`config.mk`:
```
export PLATFORM = sky130hd
export DESIGN_NAME = csa_result_collector
export DESIGN_NICKNAME = d
export VERILOG_FILES = /design/src/rtl/csa_result_collector.sv
export SDC_FILE = /design/constraint.sdc
export NUM_CORES = 1
export LEC_CHECK = 0
export CAP_MARGIN = 20
export CORE_MARGIN = 2
export CORE_UTILIZATION = 55
export CTS_CLUSTER_SIZE = 25
export DETAILED_ROUTE_END_ITERATION = 8
export PLACE_DENSITY = 0.8
export SLEW_MARGIN = 0
export SYNTH_ARGS = -nofsm -noshare
export SYNTH_HDL_FRONTEND = slang
export SYNTH_SLANG_ARGS = --single-unit
```
`constraint.sdc`:
```
create_clock -name clk -period 2.4 [get_ports clk]
set_input_delay 0.24 -clock clk [delete_from_list [all_inputs] [get_ports clk]]
set_output_delay 0.24 -clock clk [all_outputs]
set_load 0.03 [all_outputs]
```
`src/rtl/csa_result_collector.sv`:
```
// Frames BATCH carry-select adder results into sum / carry-count / peak with a held output slot.
// Define CSA_COLLECT_SAT_EN for a saturating accumulator and the out_ovf flag.
module csa_result_collector #(
    parameter int unsigned BATCH = 8,
    parameter int unsigned ACC_W = 16,
    localparam int unsigned CNT_W = $clog2(BATCH + 1)
) (
    input  logic             clk,
    input  logic             rst,
    input  logic             flush,
    input  logic             in_valid,
    output logic             in_ready,
    input  logic [8:0]       sum,
    input  logic             cout,
    output logic             out_valid,
    input  logic             out_ready,
    output logic [ACC_W-1:0] out_acc,
    output logic [CNT_W-1:0] out_carries,
    output logic [9:0]       out_max,
    output logic             out_ovf
);

    localparam int unsigned IDX_W = $clog2(BATCH);
    localparam logic [IDX_W-1:0] LAST = IDX_W'(BATCH - 1);

    typedef enum logic {
        EMPTY = 1'b0,
        FULL  = 1'b1
    } slot_e;

    slot_e             slot_q, slot_d;
    logic [IDX_W-1:0]  idx_q, idx_d;
    logic [ACC_W-1:0]  acc_q, acc_d;
    logic [CNT_W-1:0]  ccnt_q, ccnt_d;
    logic [9:0]        vmax_q, vmax_d;
    logic [ACC_W-1:0]  oacc_q, oacc_d;
    logic [CNT_W-1:0]  ocar_q, ocar_d;
    logic [9:0]        omax_q, omax_d;

    logic [9:0]        v;
    logic              is_last;
    logic              accept;
    logic [ACC_W-1:0]  acc_new;
    logic [CNT_W-1:0]  ccnt_new;
    logic [9:0]        vmax_new;

`ifdef CSA_COLLECT_SAT_EN
    logic              ovf_q, ovf_d;
    logic              oovf_q, oovf_d;
    logic [ACC_W:0]    acc_wide;
    logic              ovf_new;

    // One extra bit catches the carry out of the accumulator for clamping.
    always_comb begin
        acc_wide = (ACC_W + 1)'(acc_q) + (ACC_W + 1)'(v);
        acc_new  = acc_wide[ACC_W] ? '1 : acc_wide[ACC_W-1:0];
        ovf_new  = ovf_q | acc_wide[ACC_W];
    end

    always_ff @(posedge clk or posedge rst) begin
        if (rst) begin
            ovf_q  <= 1'b0;
            oovf_q <= 1'b0;
        end else begin
            ovf_q  <= ovf_d;
            oovf_q <= oovf_d;
        end
    end

    assign out_ovf = oovf_q;
`else
    assign acc_new = acc_q + ACC_W'(v);
    assign out_ovf = 1'b0;
`endif

    assign v         = {cout, sum};
    assign is_last   = (idx_q == LAST);
    assign ccnt_new  = ccnt_q + CNT_W'(cout);
    assign vmax_new  = (v > vmax_q) ? v : vmax_q;
    assign in_ready  = !((slot_q == FULL) && is_last);
    assign accept    = in_valid && in_ready && !flush;
    assign out_valid = (slot_q == FULL);
    assign out_acc     = oacc_q;
    assign out_carries = ocar_q;
    assign out_max     = omax_q;

    always_comb begin
        slot_d = slot_q;
        idx_d  = idx_q;
        acc_d  = acc_q;
        ccnt_d = ccnt_q;
        vmax_d = vmax_q;
        oacc_d = oacc_q;
        ocar_d = ocar_q;
        omax_d = omax_q;
`ifdef CSA_COLLECT_SAT_EN
        ovf_d  = ovf_q;
        oovf_d = oovf_q;
`endif

        if ((slot_q == FULL) && out_ready) begin
            slot_d = EMPTY;
        end

        // Flush drops any same-cycle sample and never touches the held frame.
        if (flush || (accept && is_last)) begin
            idx_d  = '0;
            acc_d  = '0;
            ccnt_d = '0;
            vmax_d = '0;
`ifdef CSA_COLLECT_SAT_EN
            ovf_d  = 1'b0;
`endif
        end

        if (accept) begin
            if (is_last) begin
                slot_d = FULL;
                oacc_d = acc_new;
                ocar_d = ccnt_new;
                omax_d = vmax_new;
`ifdef CSA_COLLECT_SAT_EN
                oovf_d = ovf_new;
`endif
            end else begin
                idx_d  = idx_q + 1'b1;
                acc_d  = acc_new;
                ccnt_d = ccnt_new;
                vmax_d = vmax_new;
`ifdef CSA_COLLECT_SAT_EN
                ovf_d  = ovf_new;
`endif
            end
        end
    end

    always_ff @(posedge clk or posedge rst) begin
        if (rst) begin
            slot_q <= EMPTY;
            idx_q  <= '0;
            acc_q  <= '0;
            ccnt_q <= '0;
            vmax_q <= '0;
            oacc_q <= '0;
            ocar_q <= '0;
            omax_q <= '0;
        end else begin
            slot_q <= slot_d;
            idx_q  <= idx_d;
            acc_q  <= acc_d;
            ccnt_q <= ccnt_d;
            vmax_q <= vmax_d;
            oacc_q <= oacc_d;
            ocar_q <= ocar_d;
            omax_q <= omax_d;
        end
    end

endmodule

```
Word-level counts from Yosys, hierarchy flattened
Index checks and enable logic that the tools add are counted.

Memory bits (writable): 0. Latch bits: 0. Memories: 0. Memory bits (read-only): 0. Output and inout port bits: 33. Register bits after elaboration: 64.

Muxes and demuxes: 16. $mul: 0. Bitwise gates (word level): 0. Add/sub/neg operators: 3. Shift operators: 0. Div/mod/pow operators: 0. Equal/unequal tests: 1. Reductions and logical operators: 9. $lt $le $gt $ge: 1.

Operator list (count): $mux W16 (3); $mux W10 (4); $add A16 B10 Y16 (1); $mux W4 (3); $gt A10 B10 Y1 (1); $mux W3 (3); $logic_and A1 B1 Y1 (5); $add A4 B1 Y4 (1); $add A3 B1 Y3 const B (1); $eq A3 B3 Y1 const B (1); $mux W1 (3); $logic_not A1 Y1 (2); $reduce_and A2 Y1 (1); $logic_or A1 B1 Y1 (1).

Logic depth before layout (Yosys ltp)
Gate-level depths: netlist of run 1.

Word-level depth: 10. Mapped depth: 8.

Worst setup path after synthesis of run 1
Ideal clock, no wire load.

Kind: register to register. Start: register acc_q[0]. End: register oacc_q[12], in the netlist out_acc[12]. Path slack: 237 ps. Data required time: 2272 ps. Setup time: 128 ps. Stages on the path, launching flop included: 9. Buffers on the path: 0. Period minus slack after synthesis: 2163 ps. Data arrival time: 2035 ps. Cells stage by stage: dfrtp_1 ha_1 fa_1 a21o_1 a221oi_2 o211ai_4 nand3_1 xor2_1 o21ai_1.

Word-level cells in the longest chain between the ends: 1.

RTL lines: start, declared (RTL line 33) `logic [ACC_W-1:0] acc_q, acc_d;`; start signal, assigned (RTL line 141) `acc_q <= '0;`; start signal, assigned (RTL line 150) `acc_q <= acc_d;`; $add A16 B10 Y16 (RTL line 72) `assign acc_new = acc_q + ACC_W'(v);`; end signal, assigned (RTL line 144) `oacc_q <= '0;`; end signal, assigned (RTL line 153) `oacc_q <= oacc_d;`; end, declared (RTL line 36) `logic [ACC_W-1:0] oacc_q, oacc_d;`.

No other way between the ends. A chain may end at the register's enable or synchronous reset.

Final worst setup path of run 1
Start: register vmax_q[5]. End: register vmax_q[1].

Word-level cells in the longest chain between the ends: 4.

RTL lines: start, declared (RTL line 35) `logic [9:0] vmax_q, vmax_d;`; start signal, assigned (RTL line 152) `vmax_q <= vmax_d;`; $gt A10 B10 Y1 (RTL line 79) `assign vmax_new = (v > vmax_q) ? v : vmax_q;`; $mux W10 (RTL line 79); $mux W10 (RTL line 117) `if (is_last) begin`; $mux W10 (RTL line 116) `if (accept) begin`; via vmax_d[1] (RTL line 35).

The timed path passes the listed nets, and every way through them passes these cells.

==> metrics.md, run 1 <==
| Metric | Value |
|---|---|
| Outcome | completed |
| Max-slew headroom | 0.661 |
| Routed length per instance | 16.5 um |
| Initial antenna violation count | 0 |
| Drt via density | 5.77 |
| Crit-path leading delay family | compound AO/OA/AOI/OAI gates |
| Synth Instances | 319 |
| FF+latch count, synth | 64 |
| Min Tclk post-route | 2290 ps |
| Tcrit/Tclk final | 0.956 |
| Overflow after GRT | 0 |
| Post-CTS setup buffers | 0 |
| Cts hold-fix bufs | 0 |
| CP Buf/Inv Count | 2 |
| Fmax | 436 MHz |
| Core footprint | 5920 sq um |
| Commonest non-fill, non-tap cells in the layout | dfrtp_1, nand2_1, clkdlybuf4s50_1 |
| Die area | 6760 sq um |
| DR iter-0 viols | 180 |
| Vias in the first global route | 2,779 |
| Clk_lat worst skew | 350 ps |
| Final Hold Fails | 0 |
| Largest net degree at the start of global routing | 65 |
| Register area share after synthesis | 0.476 |
| Die Width | 82.2 um |
| Max VDD drop | 379 uV |
| PD cells | 623 nW/um^2 |
| Final-stage net count | 439 |
| GRT Util Overall | 0.260 |
| Yosys top cell area share | 0.476 |
| Htree depth | 3 |
| Clock Skew | 8.83 ps |
| Port Buf Inserts | 46 |
| Yosys Warn Count | 0 |
| Data required, critical path | 2680 ps |
| Area growth syn-to-layout | 30.3% |
| Commonest non-fill, non-tap cell in the layout | dfrtp_1 |
| Distinct cells, synth | 48 |
| Hold Worst Slack | 260 ps |
| Worst hold-check path type | input pin to asynchronous set/reset pin |
| DP HPWL | 5580 um |
| Post-Syn Area | 3360 sq um |
| Crit path max-delay cell type | a2111oi_4 |
| DR DRC count | 0 |
| Tightest Pin Transition | 509 ps |
| Vias | 2,763 |
| Layout cell share with drive strength beyond 1 | 0.161 |
| Worst-path cell chain | inv_1 -> ha_1 -> a21oi_1 -> o21ai_1 -> a2111oi_4 -> nor2_2 -> o21ai_4 -> buf_12 -> a22o_1 |
| Avg Synthesized Cell Area | 10.5 sq um |
| Clock root buffer | clkbuf_8 |
| CP Class | flip-flop to flip-flop |
| TritonCTS clock tree | done |
| Routability congestion estimate | 0.823 |
| Number of iterations in the first detailed-routing pass | 4 |
| First-pass GRT wire length | 13,400 um |
| CTS sink cnt | 64 |
| Cell taking the most area after synthesis | dfrtp_1 |
| Buffer depth of the longest clock path | 2 |
| Critical Path Stages | 9 |
| CP arrival | 2570 ps |
| Crit. End Element | flip-flop |
| CP startpoint kind | flip-flop |
| Final setup fails | 0 |
| Syn nets | 359 |
| Total of max-cap violations | 0 |
| Die H | 82.2 um |
| Leak | 2.08 nW |
| Initial Utilization | 0.568 |
| TritonCTS Buffers | 9 |
| Site row count | 28 |
| Setup tns final | 0 ps |
| Slowest stage delay, CP | 570 ps |
| Reg2reg path depth | 9 |
| Post-route ant nets | 0 |
| Post-Route WL | 7920 um |
| Slew Viols, Final | 0 |
| I/O pin total | 48 |
| # diodes | 0 |
| Clock-pin slew on the worst setup and hold paths | 70 ps |
| Post-Route Utilization | 0.740 |
| Maximum fanout along the worst path | 10 |
| Top area cells in the synthesized netlist | dfrtp_1, ha_1, a22o_1, nand2_1, o21ai_1 |
stage by stage:
| step | total power [mW] | instances | area [sq um] | setup WS (ps) |
|---|---|---|---|---|
| after floorplan | 1.53 | 319 | 3360 | 237 |
| after global placement | 1.70 | 463 | 4150 | -115 |
| after detailed placement | 1.72 | 463 | 4150 | -152 |
| after CTS | 2.72 | 479 | 4360 | 120 |
| after global routing | 2.84 | 479 | 4380 | -6.78 |
| final | 2.73 | 479 | 4380 | 105 |
logic make-up after synthesis:
logic type	synth area share
xor+xnor	0.0416
flops	0.476
mux	0.00335
buf+inv	0.0301
compound gates	0.240
fa+ha+maj	0.0952
simple gates	0.113
other cells	0.00111
synthesized netlist by cell type, drive strengths merged:
master,number
buf,4
ha,24
o31ai,1
nand2,52
nand3b,1
o21a,9
mux2,1
nand2b,2
inv,15
a21boi,2
a21o,8
o21bai,1
clkbuf,6
xor2,6
nor2,7
o22a,9
fa,1
a2111oi,1
nor3,3
a21oi,11
a22o,24
conb,1
a221oi,1
and3,3
o211ai,4
o22ai,1
xnor2,10
a211oi,3
a31oi,6
nor3b,1
or3,1
dfrtp,64
nand3,6
o21ai,24
and4,2
nand4,4
routing by layer:
layer  vias to the layer above  track usage  part of all wire
met2                        80        0.402              0.47
met4                         0        0.108             0.018
met3                        13       0.0359             0.043
met1                      1350        0.367              0.47
met5                         -            0                 0
li1                       1320            -                 -
final cells by class:
class                   instances  area [sq um]
multi-input cells             230          1680
flip-flops and latches         64          1600
fillers                       416          1540
repair buffers                 79           733
clock buffers                  14           183
well taps                      75          93.8
inverters                      15          56.3
clock inverters                 2          35.0
tightest hold or removal path, stage by stage:
cell,delay (ps)
clkdlybuf4s50_1,410
inv_2,70
buf_12,280
state kept, by name (all words and copies together) (netlist names):
| register | flops |
|---|---|
| acc_q | 16 |
| ccnt_q | 4 |
| idx_q | 3 |
| out_acc | 16 |
| out_carries | 4 |
| out_max | 10 |
| out_valid | 1 |
| vmax_q | 10 |
where the power goes:
part           switching [mW]  internal [mW]  leakage (nW)
registers              0.0457           1.13         0.880
clock network           0.421          0.593         0.113
logic                   0.294          0.248          1.09
total                   0.760           1.97          2.08
final timing paths:
kind                                  from           to  slack, ps
worst max register to register   vmax_q[5]    vmax_q[1]        110
max in group asynchronous              rst     acc_q[7]       1820
worst min register to register  out_acc[2]   out_acc[2]        480
min in group clk                 out_ready    out_valid        470
worst max-delay path             vmax_q[5]    vmax_q[1]        110
worst min-delay path                   rst  out_acc[13]        260
repair_timing:
| item | CTS | global route |
|---|---|---|
| endpoints found under the setup margin | 0 | 5 |
| hold endpoints to repair | 0 | 0 |
| gates resized for setup | 0 | 3 |
No activity file was read; power rests on OpenSTA's default activity.
==> run 2, diff against run 1 <==
ABC_CLOCK_PERIOD_IN_PS = 2400   (was default)
==> results of run 2 <==
The final DEF is identical to that of run 1; final timing and power are the same.
==> run 3, diff against run 2 <==
GPL_ROUTABILITY_DRIVEN = 0   (was default)
REMOVE_ABC_BUFFERS = 1   (was default)
==> metrics.md, run 3 (synthesis gave the netlist of run 1 again) <==
| Metric | Value |
|---|---|
| Outcome | completed (unchanged) |
| Initial Utilization | 0.568 (unchanged) |
| Final worst setup slack | 131 ps (was 105 ps) |
| Commonest non-fill, non-tap cell in the layout | dfrtp_1 (unchanged) |
| CP arrival | 2030 ps (was 2570 ps) |
| Die area | 6760 sq um (unchanged) |
| Htree depth | 3 (unchanged) |
| CP most frequent cell | ha_1 |
| Worst hold-check path type | input pin to asynchronous set/reset pin (unchanged) |
| Switching pwr | 732 uW (was 760 uW) |
| CP startpoint kind | flip-flop (unchanged) |
| Reg power frac | 0.428 (was 0.430) |
| Die H | 82.2 um (unchanged) |
| Drt via density | 5.73 (was 5.77) |
| Max-slew headroom | 0.543 (was 0.661) |
| DR DRC count | 0 (unchanged) |
| Total of max-cap violations | 0 (unchanged) |
| Routed length per instance | 16.2 um (was 16.5 um) |
| Clock Skew | 7.03 ps (was 8.83 ps) |
| DP HPWL | 5270 um (was 5580 um) |
| Clock-pin slew on the worst setup and hold paths | 70 ps (about the same) |
| Clock root buffer | clkbuf_8 (unchanged) |
| TritonCTS Buffers | 9 (unchanged) |
| Switching fraction of total power | 0.267 (was 0.279) |
| Core footprint | 5920 sq um (unchanged) |
| Post-CTS setup buffers | 0 (unchanged) |
| RSZ-0062 raised after global routing | no |
| Buffer depth of the longest clock path | 2 (unchanged) |
| Commonest non-fill, non-tap cells in the layout | dfrtp_1, nand2_1, clkdlybuf4s50_1 (unchanged) |
| GRT Util Overall | 0.256 (was 0.260) |
| Area growth syn-to-layout | 29.1% (was 30.3%) |
| DR iter-0 viols | 96 (was 180) |
| Layout cell share with drive strength beyond 1 | 0.150 (was 0.161) |
| Max VDD drop | 306 uV (was 379 uV) |
| Final Hold Fails | 0 (unchanged) |
| Slowest stage delay, CP | 690 ps (was 570 ps) |
| TritonCTS clock tree | done (unchanged) |
| Combinational power share | 0.195 (was 0.199) |
| Post-route ant nets | 0 (unchanged) |
| Clk_lat worst skew | 340 ps (was 350 ps) |
| Clk pwr share | 0.377 (was 0.371) |
| CTS resizes | 0 (unchanged) |
| Leak | 2.07 nW (was 2.08 nW) |
| Setup Slack @ Placement | -172 ps (was -152 ps) |
| First-pass GRT wire length | 13,000 um (was 13,400 um) |
| Largest net degree at the start of global routing | 65 (unchanged) |
| I/O pin total | 48 (unchanged) |
| Tcrit/Tclk final | 0.945 (was 0.956) |
| CP Class | flip-flop to output port (was flip-flop to flip-flop) |
| Crit path max-delay cell type | clkdlybuf4s50_1 (was a2111oi_4) |
| PD cells | 632 nW/um^2 (was 623 nW/um^2) |
| Site row count | 28 (unchanged) |
| Vias | 2,721 (was 2,763) |
| Slew Viols, Final | 0 (unchanged) |
| Cts hold-fix bufs | 0 (unchanged) |
| Min Tclk post-route | 2270 ps (was 2290 ps) |
| # diodes | 0 (unchanged) |
| Post-Route WL | 7690 um (was 7920 um) |
| CTS sink cnt | 64 (unchanged) |
| Tightest Pin Transition | 682 ps (was 509 ps) |
| Fillers | 416 (unchanged) |
| Die Width | 82.2 um (unchanged) |
| Number of iterations in the first detailed-routing pass | 5 (was 4) |
| Final Power | 2.75 mW (was 2.73 mW) |
| Final setup fails | 0 (unchanged) |
| Worst-path cell chain | ha_1 -> ha_1 -> nand2_1 -> clkdlybuf4s50_1 (was inv_1 -> ha_1 -> a21oi_1 -> o21ai_1 -> a2111oi_4 -> nor2_2 -> o21ai_4 -> buf_12 -> a22o_1) |
| Final-stage net count | 436 (was 439) |
| Initial antenna violation count | 0 (unchanged) |
| Data required, critical path | 2160 ps (was 2680 ps) |
| Overflow after GRT | 0 (unchanged) |
| Reg2reg path depth | 7 (was 9) |
| Maximum fanout along the worst path | 5 (was 10) |
| Port Buf Inserts | 46 (unchanged) |
| Fmax | 441 MHz (was 436 MHz) |
| Internal power | 2.01 mW (was 1.97 mW) |
| Crit. End Element | output port (was flip-flop) |
| Vias in the first global route | 2,782 (was 2,779) |
## run 3: layout make-up
cell class,instances,area (sq um),area share
Tap cell,75,93.8,0.0216
Multi-Input combinational cell,230,1660,0.382
Clock inverter,3,65.1,0.0150
Inverter,15,56.3,0.0130
Sequential cell,64,1600,0.369
Timing Repair Buffer,76,711,0.164
Clock buffer,12,155,0.0357
## run 3: worst paths after layout
kind	from	endpoint	slack, ps
max	idx_q[0]	in_ready	130
min	rst	out_carries[1]	270
max reg2reg	vmax_q[7]	vmax_q[6]	150
min reg2reg	out_acc[1]	out_acc[1]	470
max in group asynchronous	rst	ccnt_q[0]	1830
min in group clk	out_ready	out_valid	440
## run 3: worst max-delay path: cells and delay by family (launching register included)
| family | cells | cell delay, ps |
|---|---|---|
| DFF | 1 | 410 |
| buffers and inverters | 1 | 690 |
| adders and majority gates | 2 | 450 |
| and+or+nand+nor | 1 | 150 |
## run 3: layer usage
layer / global-route usage / wire length (um) / part of all wire
met5: 0 / 0 / 0
met4: 0.108 / 184 / 0.024
met3: 0.0565 / 284 / 0.037
met2: 0.419 / 3780 / 0.49
met1: 0.329 / 3440 / 0.45
## run 3: power groups by stage
| stage | Sequential [mW] | Clock [mW] | Combinational, mW |
|---|---|---|---|
| floorplan | 1.18 | 0 | 0.342 |
| global placement | 1.19 | 0 | 0.511 |
| detailed placement | 1.19 | 0 | 0.531 |
| CTS | 1.17 | 1.06 | 0.538 |
| global route | 1.18 | 1.10 | 0.593 |
| finish | 1.17 | 1.03 | 0.537 |
## run 3: per-stage QoR
step | setup TNS (ps) | util | hold WS (ps) | std cells | area [sq um]
floorplan | 0 | - | 321 | 309 | 3320
global placement | -1310 | 0.697 | 458 | 460 | 4120
detailed placement | -3090 | 0.697 | 463 | 460 | 4120
CTS | 0 | 0.734 | 289 | 475 | 4340
global route | 0 | 0.734 | 309 | 475 | 4340
finish | 0 | 0.734 | 265 | 475 | 4340
